$ cat config.mk
export PLATFORM = sky130hd
export DESIGN_NAME = par_calc_seq_flat
export DESIGN_NICKNAME = d
export VERILOG_FILES = /design/src/rtl/par_calc_seq_if.sv /design/src/rtl/par_calc_seq.sv /design/src/flat_wrapper.sv
export SDC_FILE = /design/constraint.sdc
export NUM_CORES = 1
export LEC_CHECK = 0
export CORE_MARGIN = 3
export CORE_UTILIZATION = 56
export CTS_CLUSTER_SIZE = 24
export DETAILED_ROUTE_END_ITERATION = 10
export GPL_ROUTABILITY_DRIVEN = 0
export PLACE_DENSITY_LB_ADDON = 0.1
export SYNTH_ARGS = -nofsm -noshare
export SYNTH_HDL_FRONTEND = slang
export SYNTH_SLANG_ARGS = --single-unit
$ cat constraint.sdc
create_clock -name CLK -period 5.45 [get_ports CLK]
set_input_delay 0.8175 -clock CLK [delete_from_list [all_inputs] [get_ports CLK]]
set_output_delay 0.8175 -clock CLK [all_outputs]
set_load 0.02 [all_outputs]
$ cat src/rtl/par_calc_seq_if.sv
// Parity calculator bus: request/configuration from the TX FSM and the
// registered parity result returned by par_calc_seq.
//   master : drives Data_Valid, P_DATA, DATA_LEN, PAR_EN, PAR_TYP,
//            PAR_Calc_en, CLR_ERR; observes PAR_bit, PAR_Valid, Busy, OVERRUN
//   slave  : the calculator side (opposite directions)
interface par_calc_seq_if #(
  parameter int DATA_WIDTH = 8
);
  localparam int LEN_W = $clog2(DATA_WIDTH + 1);

  logic                  Data_Valid;
  logic [DATA_WIDTH-1:0] P_DATA;
  logic [LEN_W-1:0]      DATA_LEN;
  logic                  PAR_EN;
  logic [1:0]            PAR_TYP;
  logic                  PAR_Calc_en;
  logic                  CLR_ERR;
  logic                  PAR_bit;
  logic                  PAR_Valid;
  logic                  Busy;
  logic                  OVERRUN;

  modport master (
    output Data_Valid, P_DATA, DATA_LEN, PAR_EN, PAR_TYP, PAR_Calc_en, CLR_ERR,
    input  PAR_bit, PAR_Valid, Busy, OVERRUN
  );

  modport slave (
    input  Data_Valid, P_DATA, DATA_LEN, PAR_EN, PAR_TYP, PAR_Calc_en, CLR_ERR,
    output PAR_bit, PAR_Valid, Busy, OVERRUN
  );
endinterface

$ cat src/rtl/par_calc_seq.sv
// Sequential parity calculator: captures a frame and its configuration,
// folds one data bit per clock (LSB first) into an XOR accumulator, then
// presents the parity bit until the TX FSM consumes it.
//   CLK  : clock, rising edge
//   RST  : asynchronous active-high reset
//   bus  : par_calc_seq_if slave (request, config, result, status)
module par_calc_seq #(
  parameter int DATA_WIDTH = 8
) (
  input  logic           CLK,
  input  logic           RST,
  par_calc_seq_if.slave  bus
);
  localparam int LEN_W = $clog2(DATA_WIDTH + 1);

  typedef enum logic [1:0] {
    S_IDLE,
    S_CALC,
    S_DONE
  } state_t;

  state_t                r_state;
  state_t                w_next;
  logic [DATA_WIDTH-1:0] r_data;
  logic [LEN_W-1:0]      r_len;
  logic                  r_en;
  logic [1:0]            r_typ;
  logic [LEN_W-1:0]      r_cnt;
  logic                  r_acc;
  logic                  r_par_bit;
  logic                  r_overrun;

  logic                  w_capture;
  logic                  w_drop;
  logic                  w_last;
  logic [LEN_W-1:0]      w_eff_len;
  logic [DATA_WIDTH-1:0] w_shifted;
  logic                  w_bit;
  logic                  w_acc_next;
  logic                  w_result;

  // Zero or oversize lengths fall back to the full frame width.
  always_comb begin
    w_eff_len = DATA_LEN_sel();
  end

  function automatic logic [LEN_W-1:0] DATA_LEN_sel();
    if (bus.DATA_LEN == '0 || bus.DATA_LEN > LEN_W'(DATA_WIDTH))
      return LEN_W'(DATA_WIDTH);
    else
      return bus.DATA_LEN;
  endfunction

  // Shift instead of a variable bit-select so the counter width need not
  // match the index width of r_data.
  always_comb begin
    w_shifted  = r_data >> r_cnt;
    w_bit      = w_shifted[0];
    w_acc_next = r_acc ^ w_bit;
    unique case (r_typ)
      2'b00:   w_result = w_acc_next;
      2'b01:   w_result = ~w_acc_next;
      2'b10:   w_result = 1'b1;
      default: w_result = 1'b0;
    endcase
  end

  always_ff @(posedge CLK or posedge RST) begin
    if (RST) r_state <= S_IDLE;
    else     r_state <= w_next;
  end

  always_comb begin
    w_next    = r_state;
    w_capture = 1'b0;
    w_drop    = 1'b0;
    w_last    = 1'b0;
    unique case (r_state)
      S_IDLE: begin
        if (bus.Data_Valid) begin
          w_capture = 1'b1;
          w_next    = S_CALC;
        end
      end
      S_CALC: begin
        w_drop = bus.Data_Valid;
        // Parity disabled spends exactly one cycle here so PAR_Valid
        // rises on the first edge after capture.
        if (!r_en) begin
          w_next = S_DONE;
        end else if (r_cnt == r_len - LEN_W'(1)) begin
          w_last = 1'b1;
          w_next = S_DONE;
        end
      end
      S_DONE: begin
        if (bus.PAR_Calc_en) begin
          if (bus.Data_Valid) begin
            w_capture = 1'b1;
            w_next    = S_CALC;
          end else begin
            w_next = S_IDLE;
          end
        end else begin
          w_drop = bus.Data_Valid;
        end
      end
      default: w_next = S_IDLE;
    endcase
  end

  always_ff @(posedge CLK or posedge RST) begin
    if (RST) begin
      r_data    <= '0;
      r_len     <= '0;
      r_en      <= 1'b0;
      r_typ     <= '0;
      r_cnt     <= '0;
      r_acc     <= 1'b0;
      r_par_bit <= 1'b0;
    end else if (w_capture) begin
      r_data <= bus.P_DATA;
      r_len  <= w_eff_len;
      r_en   <= bus.PAR_EN;
      r_typ  <= bus.PAR_TYP;
      r_cnt  <= '0;
      r_acc  <= 1'b0;
    end else if (r_state == S_CALC) begin
      if (!r_en) begin
        r_par_bit <= 1'b0;
      end else begin
        r_acc <= w_acc_next;
        r_cnt <= r_cnt + LEN_W'(1);
        if (w_last) r_par_bit <= w_result;
      end
    end
  end

  // CLR_ERR has priority over a same-edge overrun.
  always_ff @(posedge CLK or posedge RST) begin
    if (RST)              r_overrun <= 1'b0;
    else if (bus.CLR_ERR) r_overrun <= 1'b0;
    else if (w_drop)      r_overrun <= 1'b1;
  end

  assign bus.PAR_bit   = r_par_bit;
  assign bus.PAR_Valid = (r_state == S_DONE);
  assign bus.Busy      = (r_state != S_IDLE);
  assign bus.OVERRUN   = r_overrun;
endmodule

$ cat src/flat_wrapper.sv
// flat-port wrapper written by rule: the top's interface ports become plain ports
module par_calc_seq_flat 
#(
  parameter int DATA_WIDTH = 8
)
  (CLK, RST, bus_Data_Valid, bus_P_DATA, bus_DATA_LEN, bus_PAR_EN, bus_PAR_TYP, bus_PAR_Calc_en, bus_CLR_ERR, bus_PAR_bit, bus_PAR_Valid, bus_Busy, bus_OVERRUN);
  par_calc_seq_if #(.DATA_WIDTH(DATA_WIDTH)) bus_i ();
  input  logic CLK;
  input  logic RST;
  input wire logic [$bits(bus_i.Data_Valid)-1:0] bus_Data_Valid;
  input wire logic [$bits(bus_i.P_DATA)-1:0] bus_P_DATA;
  input wire logic [$bits(bus_i.DATA_LEN)-1:0] bus_DATA_LEN;
  input wire logic [$bits(bus_i.PAR_EN)-1:0] bus_PAR_EN;
  input wire logic [$bits(bus_i.PAR_TYP)-1:0] bus_PAR_TYP;
  input wire logic [$bits(bus_i.PAR_Calc_en)-1:0] bus_PAR_Calc_en;
  input wire logic [$bits(bus_i.CLR_ERR)-1:0] bus_CLR_ERR;
  output wire logic [$bits(bus_i.PAR_bit)-1:0] bus_PAR_bit;
  output wire logic [$bits(bus_i.PAR_Valid)-1:0] bus_PAR_Valid;
  output wire logic [$bits(bus_i.Busy)-1:0] bus_Busy;
  output wire logic [$bits(bus_i.OVERRUN)-1:0] bus_OVERRUN;
  assign bus_i.Data_Valid = bus_Data_Valid;
  assign bus_i.P_DATA = bus_P_DATA;
  assign bus_i.DATA_LEN = bus_DATA_LEN;
  assign bus_i.PAR_EN = bus_PAR_EN;
  assign bus_i.PAR_TYP = bus_PAR_TYP;
  assign bus_i.PAR_Calc_en = bus_PAR_Calc_en;
  assign bus_i.CLR_ERR = bus_CLR_ERR;
  assign bus_PAR_bit = bus_i.PAR_bit;
  assign bus_PAR_Valid = bus_i.PAR_Valid;
  assign bus_Busy = bus_i.Busy;
  assign bus_OVERRUN = bus_i.OVERRUN;
  par_calc_seq #(.DATA_WIDTH(DATA_WIDTH)) u_core (.CLK(CLK), .RST(RST), .bus(bus_i));
endmodule
# --- Yosys cells after proc, flatten, opt, wreduce, memory -nomap -nowiden ---
# Cells that the tools add are included.
classes:
  n_shift: 1
  muxes: 26
  n_bitwise: 3
  n_addsub: 2
  n_lt_le_gt_ge: 1
  eq_ne: 9
  reduce_logical: 11
op_table:
  columns: ["op", "n"]
  rows:
  - ["$mux W4", 4]
  - ["$mux W1", 14]
  - ["$mux W2", 4]
  - ["$reduce_bool A2 Y1", 4]
  - ["$shr A8 B4 Y1", 1]
  - ["$ne A2 B2 Y1 const B", 3]
  - ["$pmux W2 S3", 1]
  - ["$reduce_and A3 Y1", 2]
  - ["$add A4 B1 Y4 const B", 1]
  - ["$eq A2 B1 Y1 const B", 2]
  - ["$eq A2 B2 Y1 const B", 2]
  - ["$eq A4 B4 Y1", 1]
  - ["$gt A4 B4 Y1 const B", 1]
  - ["$logic_not A2 Y1", 2]
  - ["$logic_not A4 Y1", 1]
  - ["$pmux W1 S2", 2]
  - ["$sub A4 B1 Y4 const B", 1]
  - ["$ne A3 B3 Y1 const B", 1]
  - ["$pmux W1 S3", 1]
  - ["$not A1 Y1", 2]
  - ["$reduce_and A2 Y1", 1]
  - ["$logic_or A1 B1 Y1", 1]
  - ["$xor A1 B1 Y1", 1]
word_totals:
  register_bits: 24
  output_inout_bits: 4
  input_bits: 20
  wordCells: 62

# --- Depth between registers and ports, before layout ---
# Gate-level depths: netlist of run 1.
logic_depth:
  word_depth: 7
  depth_mapped: 8
  depth_no_buf: 7

# --- Least setup slack after synthesis of run 1 ---
# Ideal clock, no wire load.
synth_timing:
  path_kind: "register -> register"
  startpoint: "register u_core.r_state[0]"
  endpoint: "register u_core.r_data[0]"
  setup_time_ps: 125
  t_required_ps: 5325
  slack_ps: 3261
  t_arrival_ps: 2065
  stages_incl_launch_ff: 8
  period_less_slack_ps: 2189
  path_buffers: 2
  path_cell_list: "dfrtp_1 clkbuf_1 inv_1 ha_1 a21o_1 nand2_1 clkbuf_1 mux2_2"
synth_via:
  elab_chain_len: 2
  word_cells_on_any_way: 3
synth_rtl:
  columns: ["element", "line_no", "source"]
  rows:
  - ["start, declared", "par_calc_seq.sv:22", "state_t r_state;"]
  - ["start signal, assigned", "par_calc_seq.sv:70", "else r_state <= w_next;"]
  - ["$eq A2 B2 Y1", null, null]
  - ["net bus_PAR_Valid", "flat_wrapper.sv:18", "output wire logic [$bits(bus_i.PAR_Valid)-1:0] bus_PAR_Valid;"]
  - ["$pmux W1 S2", "par_calc_seq.sv:78", "unique case (r_state)"]
  - ["end signal, assigned", "par_calc_seq.sv:122", "r_data <= bus.P_DATA;"]
  - ["end, declared", "par_calc_seq.sv:24", "logic [DATA_WIDTH-1:0] r_data;"]
# The timed path passes the listed nets, and every way through them passes these cells.
# A chain may end at the register's enable or synchronous reset.

# --- Final worst setup path of run 1 ---
layout_timing:
  startpoint: "register u_core.r_state[0]"
  endpoint: "output bus_Busy"
layout_via:
  elab_chain_len: 1
layout_rtl:
  columns: ["element", "line_no", "source"]
  rows:
  - ["$reduce_bool A2 Y1", "par_calc_seq.sv:148", "assign bus.Busy = (r_state != S_IDLE);"]
  - ["end, declared", "flat_wrapper.sv:19", "output wire logic [$bits(bus_i.Busy)-1:0] bus_Busy;"]
# No other way between the ends.

==> results.md, run 1 <==
* P_leak at just over 0.7 nW
* Tmin final at 2770 ps
* Overall die width at 55.6 um
* Post-Synth Simple-Gate Area at ~14%
* Fill count at approximately 180
* Final global-route overflow total at 0
* Max Freq at around 360 MHz
* Worst-path fanout max at 10
* Synth cell count leaders: dfrtp_1 (24), inv_1 (12), mux2_2 (12), nand2_1 (11), o21ai_0 (8)
* RSZ-0062 raised after global routing: no
* Crit path kind: reg -> out
* Setup crit start kind: flip-flop
* Final Util at a little under three quarters
* Clk sinks at 24
* Placed instance area at 1600 um2
* Most common cell in the netlist: dfrtp_1
* Worst setup EP type: output pin
* Main combinational cell family by area after synthesis: compound AO/OA/AOI/OAI gates
* Row cnt at 17
* Synth Register Bits at 24
* Buffers on Ports at 23
* Hold crit path type: reg -> reg
* Post-synthesis mux area share at 12.9%
* Top layer in use: met4
* Tcrit/Tclk final at between 50% and 60%
* Post-synth top area cell: dfrtp_1
* Initial antenna violation count at 0
* Vias in the first global route at between 1000 and 1500
* Syn_nets at about 160
* Max-cap violations at 0
* Ys Warns at 0
* Least-Margin Pin Slew at 907 ps
* TritonCTS Buffers at 3
* Seq/Total Area, Yosys at a little over two fifths
* Synth Flop Type: dfrtp_1
* Total die area at a little over 3000 um2
* Overall routing resource usage at a little under a fifth
* Syn_area_per_cell at between 10 and 15 um2
* Height of the die at 55.6 um
* Post-Layout Inst Area at ~1600 um2
* Core ar. at 2280 um2
* Post-Synth XOR/XNOR Area at between 4 and 5%
* Met3 WL at 111 um
* Area Overhead vs Synth at 18.4%
* Root Buffer: clkbuf_4
* Post-detail-place hpwl at around 2000 um
* Post-Synthesis Cell Area at 1380 um2
* Status: finished clean
* Critical path data arrival time at slightly below 2000 ps
* Hold Buf Count CTS at 0
* Compound-cell area share of the yosys netlist at 13.6%
* Metal2 WL at 1370 um
* First-pass GRT wire length at 4560 um
* Setup violations, final at 0
* Clock tree buffer depth at 2
* Ratio of cells with drive above 1 in the final layout at 12.4%
* Post-CTS Setup Repair Bufs at 0
* Post-Syn Instances at approximately 130
* Synth async-reset ratio at 100%
* Largest net degree at the start of global routing at 27
* Final Skew at slightly below 0.7 ps
* NumNets Final at between 150 and 200
* Synth unique cells at 38
* Via count at roughly 1000
* First drt pass iteration count at 4
* Worst VDD drop at ~0.32 mV
* Vias per cell at 5.70
* TNS Setup at 0 ps
* Starting Density at 60.5%
* DR WL/cell at 14.6 um
* Clock Latency Late Sink at around 310 ps
* Area fraction of the dominant cell type after synthesis at a little over two fifths
* CP Data Required Time at 4630 ps
* Io pins at 24
* Max-slew violation count at 0
* Antenna Cells at 0
* CTS tree: done
* Drt drc at 0
* Power per cell area at roughly 500 nW/um2
* Area contributors post-synth: dfrtp_1 (44%), mux2_2 (9.8%), ha_1 (5.4%), inv_1 (3.3%), nand2_1 (3.0%)
* Reg clk slew, reported paths at ~120 ps
* EDFF count, synth at 0
* Final ANT Viol Nets at 0
* Worst slew margin at between 30% and 40%
* PostCTS Resize Cnt at 0
* H-tree depth at 1
* Met1 WL at approximately 1100 um
* Post-synthesis adder-cell area fraction at 5.45%
* Hold Vio Cnt, Final at 0
* Iteration-0 DRC Markers at between 40 and 50
* Routed WL at approximately 2600 um
[stage by stage]
step	worst slack [ps]	total power, mW	hold slack [ps]	instances
after floorplan	3260	0.635	470	133
after global placement	2660	0.709	485	177
after detailed placement	2520	0.733	497	177
after CTS	2660	0.827	525	181
after global routing	2560	0.887	544	181
final	2680	0.819	522	181
[critical path, stage by stage, from the launching register on]
cell,delay [ps]
dfrtp_1,540
inv_1,170
ha_1,280
inv_1,60
clkdlybuf4s50_1,590
[power breakdown]
group | internal, mW | total, mW | switching (mW)
combinational | 0.210 | 0.391 | 0.181
sequential | 0.253 | 0.335 | 0.0818
clock | 0.0408 | 0.0927 | 0.0519
[sequential cells by signal, indices dropped and copies added, names as in the netlist]
register,count
u_core.bus.OVERRUN,1
u_core.bus.PAR_bit,1
u_core.r_state,2
u_core.r_acc,1
u_core.r_cnt,4
u_core.r_en,1
u_core.r_len,4
u_core.r_data,8
u_core.r_typ,2
[logic make-up after synthesis]
group / count (synthesis)
simple gates: 35
compound gates: 29
flops: 24
buf+inv: 19
mux: 15
fa+ha+maj: 6
xor+xnor: 5
[path summary, 6_finish.rpt]
check	slack (ps)	endpoint	start	cells after the start
worst max register to register	2810	u_core.bus.PAR_bit$_DFFE_PP0P_	u_core.r_state[0]$_DFFE_PP0P_	7
min in group asynchronous	1000	u_core.r_data[0]$_DFFE_PP0P_	RST	2
worst min register to register	520	u_core.bus.OVERRUN$_DFFE_PP0P_	u_core.bus.OVERRUN$_DFFE_PP0P_	2
worst max-delay path	2680	bus_Busy	u_core.r_state[0]$_DFFE_PP0P_	4
max in group asynchronous	3900	u_core.r_typ[1]$_DFFE_PP0P_	RST	2
worst min-delay path	520	u_core.bus.OVERRUN$_DFFE_PP0P_	u_core.bus.OVERRUN$_DFFE_PP0P_	2
[placed cells by master, fill, tap and decap left out, types with 2 or more instances in the layout]
master           netlist  final
nand3_1                5      5
o21ai_0                8      8
nand2_1               11     11
xor2_1                 2      2
mux2i_1                2      2
a21oi_1                7      7
ha_1                   6      6
xnor2_1                2      2
clkbuf_4               0      3
nor2_1                 5      5
dfrtp_1               24     24
clkdlybuf4s50_1        0     23
inv_1                 12     12
nand2b_1               3      3
o211ai_1               2      2
o21ai_1                2      2
a32o_1                 3      3
mux2_2                12     12
and3_1                 2      2
nor3_1                 2      2
[metal layers]
metal / vias to the layer above / global-route usage, %
li1: 515 / -
met1: 486 / 22.4
met2: 25 / 33.1
met3: 5 / 3.25
met4: 0 / 7.29
met5: - / 0
[layout make-up]
cell class	count	area (um2)	share of cell area, %
Multi-Input combinational cell	90	684	41.9
Sequential cell	24	601	36.8
Timing Repair Buffer	23	230	14.1
Inverter	12	45.0	2.76
Clock buffer	4	36.3	2.22
Tap cell	28	35.0	2.15
Power figures use the tool's default switching activity.
==> run 2, diff against run 1 <==
- CORE_UTILIZATION: 56 -> 52
- clock period: 5.45 -> 2.78 ns (I/O delays scaled with it)
==> results.md, run 2 (synthesized netlist as in run 1, its figures left out) <==
* Worst setup EP type: output pin
* Max Freq at between 400 and 500 MHz
* Met1 GRT Util at 23.2%
* NumNets Final at 181
* Antenna Cells at 0
* Least-Margin Pin Slew at 884 ps
* Biggest regs: u_core.r_data (8), u_core.r_cnt (4), u_core.r_len (4)
* Status: finished clean
* Worst VDD drop at 0.620 mV
* Tcrit/Tclk final at between 80% and 90%
* Tmin final at ~2400 ps
* Root Buffer: clkbuf_4
* TNS Setup at 0 ps
* Met3 Usage GRT at roughly 3.2%
* Max-cap violations at 0
* Io pins at 24
* Setup slack after layout at between 400 and 500 ps
* CTS tree: done
* Row cnt at 18
* Hold Buf Count CTS at 0
* Vias in the first global route at between 1000 and 1500
* DR WL/cell at roughly 14 um
* CP cell instances: inv_1, ha_1, inv_1, clkdlybuf4s50_1
* Reg clk slew, reported paths at between 100 and 150 ps
* R2r worst-path depth at 7
* Overall die width at approximately 57 um
* Post-detail-place hpwl at 1920 um
* Clk sinks at 24
* Hold Vio Cnt, Final at 0
* Ratio of cells with drive above 1 in the final layout at between 10% and 20%
* Crit-path slowest cell: clkdlybuf4s50_1
* Number of flip-flops in the largest register at 8
* Biggest register: u_core.r_data
* Worst-path fanout max at 10
* H-tree depth at 1
* First drt pass iteration count at 4
* Critical path data arrival time at around 1900 ps
* Fill count at approximately 220
* Height of the die at 57.5 um
* Post-Layout Inst Area at ~1700 um2
* P_leak at roughly 0.72 nW
* Overall routing resource usage at roughly 18%
* Met2 Use GR at between 20% and 30%
* Worst slew margin at about two fifths
* Hold path cells at 2
* Core ar. at ~2500 um2
* Starting Density at between 50% and 60%
* Power per cell area at around 1000 nW/um2
* PostCTS Resize Cnt at 0
* Worst slack, placed at a little under 800 ps
* Clock tree buffer depth at 2
* Largest net degree at the start of global routing at 26
* Crit path kind: reg -> out
* Drt drc at 0
* Final ANT Viol Nets at 0
* Vias per cell at approximately 5.7
* RSZ-0062 raised after global routing: no
* Total die area at 3300 um2
* Placed instance area at 1610 um2
* Setup crit start kind: flip-flop
* Most frequent cells in the layout: dfrtp_1 (24), clkdlybuf4s50_1 (23), inv_1 (12), mux2_2 (12), nand2_1 (11)
* Clock Latency Late Sink at 320 ps
* Iteration-0 DRC Markers at 60
* Worst stage delay on the critical path at between 500 and 600 ps
* Most frequent CP cell: inv_1
* TritonCTS Buffers at 3
* Area Overhead vs Synth at 20.3%
* Hold crit path type: reg -> reg
* First-pass GRT wire length at roughly 4600 um
* Final Skew at about 9 ps
* GR peak layer: met2
* Area of the multi-input gates at about 680 um2
* Via count at around 1000
* CP Data Required Time at approximately 2400 ps
* Max-slew violation count at 0
* Initial antenna violation count at 0
* Buffers on Ports at 23
* Routed WL at ~2600 um
* Commonest non-fill, non-tap cell in the layout: dfrtp_1
* Register Area at approximately 600 um2
* Post-CTS Setup Repair Bufs at 0
* Setup violations, final at 0
* Final global-route overflow total at 0
## run 2: cell types whose count changed in the layout (fill, tap and decap cells not counted)
cell / delta
buf_4: +1
bufinv_16: +1
clkbuf_8: -1
## run 2: final cells by class
| class | count | area share (%) |
|---|---|---|
| multi-input combinational | 90 | 41.3 |
| timing repair buffer | 24 | 14.3 |
| clock buffer | 3 | 1.36 |
| clock inverter | 1 | 1.81 |
| inverter | 12 | 2.72 |
| sequential | 24 | 36.2 |
| tap | 30 | 2.26 |
## run 2: critical path, delay by kind of cell (launching register included)
| family | cells | cell delay (ps) |
|---|---|---|
| adder cells (fa/ha/maj) | 1 | 270 |
| buffers and inverters | 3 | 810 |
| flip-flops | 1 | 540 |
## run 2: metal layers
layer  part of all wire, %  wire (um)
met5                     0          0
met4                   1.7         45
met3                   5.4        139
met2                    47       1220
met1                    46       1180
## run 2: power by group
| group | internal (mW) | switching [mW] | total [mW] | leakage, nW |
|---|---|---|---|---|
| Sequential | 0.496 | 0.158 | 0.654 | 0.301 |
| Combinational | 0.416 | 0.350 | 0.767 | 0.390 |
| Clock | 0.146 | 0.109 | 0.255 | 0.0279 |
| Total | 1.06 | 0.618 | 1.68 | 0.719 |
## run 2: final timing paths
kind | startpoint | endpoint | slack, ps
worst min-delay path | u_core.bus.OVERRUN$_DFFE_PP0P_ | u_core.bus.OVERRUN$_DFFE_PP0P_ | 520
worst min register to register | u_core.bus.OVERRUN$_DFFE_PP0P_ | u_core.bus.OVERRUN$_DFFE_PP0P_ | 520
min in group asynchronous | RST | u_core.r_data[1]$_DFFE_PP0P_ | 560
worst max-delay path | u_core.r_state[0]$_DFFE_PP0P_ | bus_Busy | 420
max in group asynchronous | RST | u_core.r_state[1]$_DFFE_PP0P_ | 1670
worst max register to register | u_core.r_state[0]$_DFFE_PP0P_ | u_core.r_cnt[2]$_DFFE_PP0P_ | 760
## run 2: stage by stage
stage | total power, mW | cells | utilization [%] | hold WS [ps]
after floorplan | 1.25 | 133 | - | 432
after global placement | 1.41 | 180 | 64.2 | 489
after detailed placement | 1.43 | 180 | 64.2 | 493
after CTS | 1.69 | 184 | 66.3 | 525
after global routing | 1.81 | 184 | 66.3 | 542
final | 1.68 | 184 | 66.3 | 521
==> run 3, diff against run 2 <==
- clock period: 2.78 -> 2.2 ns (I/O delays scaled with it)
==> results.md, run 3 (synthesized netlist as in run 1, its figures left out) <==
* Post-Layout Inst Area at ~1700 um2
* Final Skew at around 16 ps
* Tmin final at around 2100 ps
* First drt pass iteration count at 4
* First-pass GRT wire length at about 4700 um
* Final Util at between 60% and 70%
* Core ar. at roughly 2500 um2
* Routed WL at roughly 2700 um
* TNS Setup at 0 ps
* Starting Density at between 50% and 60%
* Worst VDD drop at 0.834 mV
* Worst-path fanout max at 5
* Ratio of cells with drive above 1 in the final layout at between 10% and 20%
* Overall die width at ~57 um
* CP cell instances: inv_1, ha_1, clkdlybuf4s50_1
* Power per cell area at ~1300 nW/um2
* Setup crit start kind: flip-flop
* Final ANT Viol Nets at 0
* Final global-route overflow total at 0
* Vias per cell at about 5.8
* Max-cap violations at 0
* Worst slew margin at 64.9%
* Crit path depth at 3
* H-tree depth at 1
* Register Area at 602 um2
* RSZ-0062 raised after global routing: no
* Placed instance area at between 1500 and 2000 um2
* CTS tree: done
* Height of the die at between 50 and 60 um
* Crit-path slowest cell: clkdlybuf4s50_1
* Hold Buf Count CTS at 0
* Area Overhead vs Synth at 22.6%
* Initial antenna violation count at 0
* Critical path buffers and inverters at 2
* Hold Vio Cnt, Final at 0
* Reg clk slew, reported paths at around 150 ps
* Vias in the first global route at approximately 1100
* Tcrit/Tclk final at around 95%
* Worst setup EP type: output pin
* P_leak at between 0.7 and 0.8 nW
* Via count at approximately 1100
* Max Freq at about 480 MHz
* Drt drc at 0
* Post-detail-place hpwl at ~1900 um
* Biggest regs: u_core.r_data (8), u_core.r_cnt (4), u_core.r_len (4)
* NumNets Final at 185
* Row cnt at 18
* TritonCTS Buffers at 3
* Crit path kind: reg -> out
* Top layer in use: met4
* Delay-heaviest family, CP: buffers and inverters
* Clk sinks at 24
* Max-slew violation count at 0
* Biggest register: u_core.r_data
* Root Buffer: clkbuf_4
* CP Data Required Time at 1870 ps
* Antenna Cells at 0
* Total Power at between 2 and 2.5 mW
* Overall routing resource usage at ~18%
* Clock tree buffer depth at 2
* Met3 WL at 145 um
* Hold crit path type: in -> async
* Buffers on Ports at 23
* Iteration-0 DRC Markers at between 40 and 50
* Most frequent cells in the layout: clkdlybuf4s50_1 (23), dfrtp_1 (23), inv_1 (12), mux2_2 (12), nand2_1 (11)
* Area of the multi-input gates at between 600 and 700 um2
* Met1 WL at 1150 um
* Number of flip-flops in the largest register at 8
* Metal2 WL at about 1300 um
* Critical path data arrival time at 1760 ps
* Hold WS at between 300 and 400 ps
* Io pins at 24
* Fill count at between 200 and 250
* R2r worst-path depth at 5
* Clock Latency Late Sink at 330 ps
* Least-Margin Pin Slew at ~520 ps
* Worst stage delay on the critical path at just over 600 ps
* DR WL/cell at about 14 um
* Largest net degree at the start of global routing at 26
* Status: finished clean
* Setup violations, final at 0
* Total die area at roughly 3300 um2
## run 3: worst register-to-register path, delay by kind of cell, from the launching register on
kind	cells	cell delay [ps]
AO/OA/AOI/OAI	1	180
flip-flops	1	520
multiplexers	1	550
AND/OR/NAND/NOR	3	670
## run 3: worst paths after layout
kind,startpoint,to,slack (ps)
worst min register to register,u_core.r_data[2]$_DFFE_PP0P_,u_core.r_data[2]$_DFFE_PP0P_,520
min in group CLK,u_core.r_data[2]$_DFFE_PP0P_,u_core.r_data[2]$_DFFE_PP0P_,520
max in group asynchronous,RST,u_core.r_state[1]$_DFFE_PP0P_,1600
worst min-delay path,RST,u_core.r_data[7]$_DFFE_PP0P_,330
worst max register to register,u_core.r_cnt[1]$_DFFE_PP0P_,u_core.bus.PAR_bit$_DFFE_PP0P_,210
worst max-delay path,u_core.r_state[0]$_DFFE_PP0P_,bus_PAR_Valid,110
## run 3: final cells by class
type	instances	area share [%]
multi-input cells	90	40.5
clock inverters	1	1.78
inverters	12	2.67
repair buffers	28	15.9
well taps	30	2.22
flip-flops and latches	24	35.6
clock buffers	3	1.33
## run 3: what timing repair did
| action | 4_1_cts | 5_1_grt |
|---|---|---|
| pin swaps | 0 | 0 |
| resized for setup | 1 | 0 |
| setup endpoints to repair | 1 | 1 |
| hold endpoints to repair | 0 | 0 |
| buffers inserted | 0 | 2 |
## run 3: metal layers
metal  vias to the layer above  track usage (%)
met5                         -                0
met4                         0             9.27
met3                         4             2.94
met2                        33             29.2
met1                       529             22.4
li1                        520                -
## run 3: through the flow
step / instances / setup WS, ps
5_1_grt: 188 / 59.1
3_3_place_gp: 182 / 279
6_report: 188 / 105
4_1_cts: 186 / 59.9
3_5_place_dp: 182 / 215
2_1_floorplan: 133 / 10.5
## run 3: power breakdown
group / internal [mW] / switching (mW) / total (mW)
Combinational: 0.559 / 0.490 / 1.05
Clock: 0.184 / 0.142 / 0.327
Sequential: 0.629 / 0.173 / 0.803
Total: 1.37 / 0.806 / 2.18
==> RTL edit (config.mk and constraints of run 1) <==
Encoding of `state_t`: now one-hot (3 bits for 3 states).
--- a/src/rtl/par_calc_seq.sv
+++ b/src/rtl/par_calc_seq.sv
@@ -14,8 +14,8 @@
   localparam int LEN_W = $clog2(DATA_WIDTH + 1);
 
-  typedef enum logic [1:0] {
-    S_IDLE,
-    S_CALC,
-    S_DONE
+  typedef enum logic [2:0] {
+    S_IDLE = 3'b001,
+    S_CALC = 3'b010,
+    S_DONE = 3'b100
   } state_t;
 
Check against the original RTL: no difference found for any inputs over 10 cycles, from zero or initial values and one cycle with RST high; not proved beyond that.
==> RTL edit against run 1 <==
- synthesized area down 9.2%
- clock skew up 0.0012 ns
- design area down 5.6%
- combinational power down 26%
- worst setup slack better by 0.097 ns
- routed wire length down 15%
- sequential cell count up 1
- total power down 15%
==> RTL edit: results (changes against run 1) <==
stage	metric	value	unit	change
grt	grt_usage	19.9	%	was 18.7%
timing	maxSlewHeadroom	39.4	%	about the same
placement	hpwl	1760	um	was 1990 um
power_and_ir_drop	leakagePower	0.662	nW	was 0.707 nW
routing	detail_route.wl_per_cell	13.5	um	was 14.6 um
grt	grt_pass1_vias	921		was 1038
synthesis	synth_nets	136		was 159
grt	grt_max_degree	26		was 27
clock_network	numCtsBuffers	3		unchanged
final_layout	num-multi-input-gates	82		was 90
synthesis	synth_common_cells	24 x dfrtp_1, 12 x nand2_1, 12 x o21ai_0		was 24 x dfrtp_1, 12 x inv_1, 12 x mux2_2
final_layout	signal_buffers	24		was 23
critical_path	critPathMaxFanout	6		was 10
synthesis	synth_compound_area_share	8.80	%	was 13.6%
final_layout	inv_count	5		was 12
placement	pre_cts_slack	2.98	ns	was 2.52 ns
routing	wl_met1	973	um	was 1120 um
final_layout	seq_share	40.7	%	was 36.8%
synthesis	yosysUniqueCellTypes	27		was 38
final_layout	layout.nets	163		was 180
synthesis	yosysSeqAreaShare	50.1	%	was 43.6%
routing	dr_wl_met2	1140	um	was 1370 um
synthesis	synth.area.top_cells	dfrtp_1 48%, mux2_2 9.9%, o21ai_0 4.8%, mux4_1 4.2%, xor2_1 4.2%		was dfrtp_1 44%, mux2_2 9.8%, ha_1 5.4%, inv_1 3.3%, nand2_1 3.0%
final_layout	multi_input_comb_area	597	sq um	was 684 sq um
synthesis	async_flop_share	100	%	unchanged
routing	route.met3.wl	97	um	was 111 um
grt	grt_first_pass_wirelength	3970	um	was 4560 um
final_layout	fillCellCount	153		was 179
synthesis	synthAdderAreaFrac	2.00	%	was 5.45%
final_layout	nFlopsAndLatches	25		was 24
routing	drt-vias-per-instance	5.51		was 5.70
final_layout	drive_above_1_share	12.1	%	was 12.4%
timing	skew	0.00185	ns	was 0.000694 ns
final_layout	final-clk-cell-share	1.71	%	was 2.22%
synthesis	synthXorXnorAreaFrac	7.00	%	was 4.18%
critical_path	arrival	1.85	ns	was 1.95 ns
final_layout	buf_share	15.4	%	was 14.1%
routing	drt_iter0_drc	20		was 43
grt	grtUsageMet3	3.10	%	was 3.25%
run_status	outcome	finished clean		unchanged
power_and_ir_drop	peakVddDrop	0.273	mV	was 0.315 mV
==> RTL edit: cell types whose count changed after synthesis, sizes merged, moves of 3 or more <==
| cell | run 1 | this run |
|---|---|---|
| inv | 12 | 5 |
| a32o | 3 | 0 |
| clkbuf | 5 | 1 |
| a21oi | 7 | 2 |
| xor2 | 2 | 6 |
| ha | 6 | 2 |
| nand3 | 5 | 1 |
| o21ai | 10 | 13 |
| and2 | 0 | 4 |
==> RTL edit: through the flow <==
stage	instance area [sq um]	cells	hold slack [ns]	total power [mW]	utilization (%)
2_1_floorplan	1250	114	0.466	0.533	-
3_3_place_gp	1510	163	0.479	0.601	74.1
3_5_place_dp	1510	163	0.490	0.620	74.1
4_1_cts	1540	167	0.521	0.701	75.4
5_1_grt	1540	167	0.540	0.749	75.4
6_report	1540	167	0.518	0.692	75.4
==> RTL edit: power breakdown <==
group / switching (mW) / leakage [nW] / internal [mW]
clock: 0.0521 / 0.0150 / 0.0286
sequential: 0.0611 / 0.314 / 0.261
combinational: 0.128 / 0.332 / 0.162
==> RTL edit: worst paths after layout <==
path,start,end,slack (ns),depth (start not counted)
max,u_core.r_state[0],bus_Busy,2.78,3
min,u_core.r_data[4],u_core.r_data[4],0.52,1
max reg2reg,u_core.r_cnt[1],u_core.bus.PAR_bit,3.38,5
min reg2reg,u_core.r_data[4],u_core.r_data[4],0.52,1
max in group asynchronous,RST,u_core.r_cnt[1],3.91,2
min in group asynchronous,RST,u_core.r_state[1],0.98,2
==> RTL edit: cell families (layout without fill, tap and decap cells) <==
| family | count (synthesis) | in the layout |
|---|---|---|
| AOI/OAI and AO/OA | 19 | 19 |
| DFF | 25 | 25 |
| and+or+nand+nor | 37 | 37 |
| muxes | 14 | 14 |
| adders and majority gates | 2 | 2 |
| buffers and inverters | 7 | 33 |
| xor gates and xnor gates | 10 | 10 |
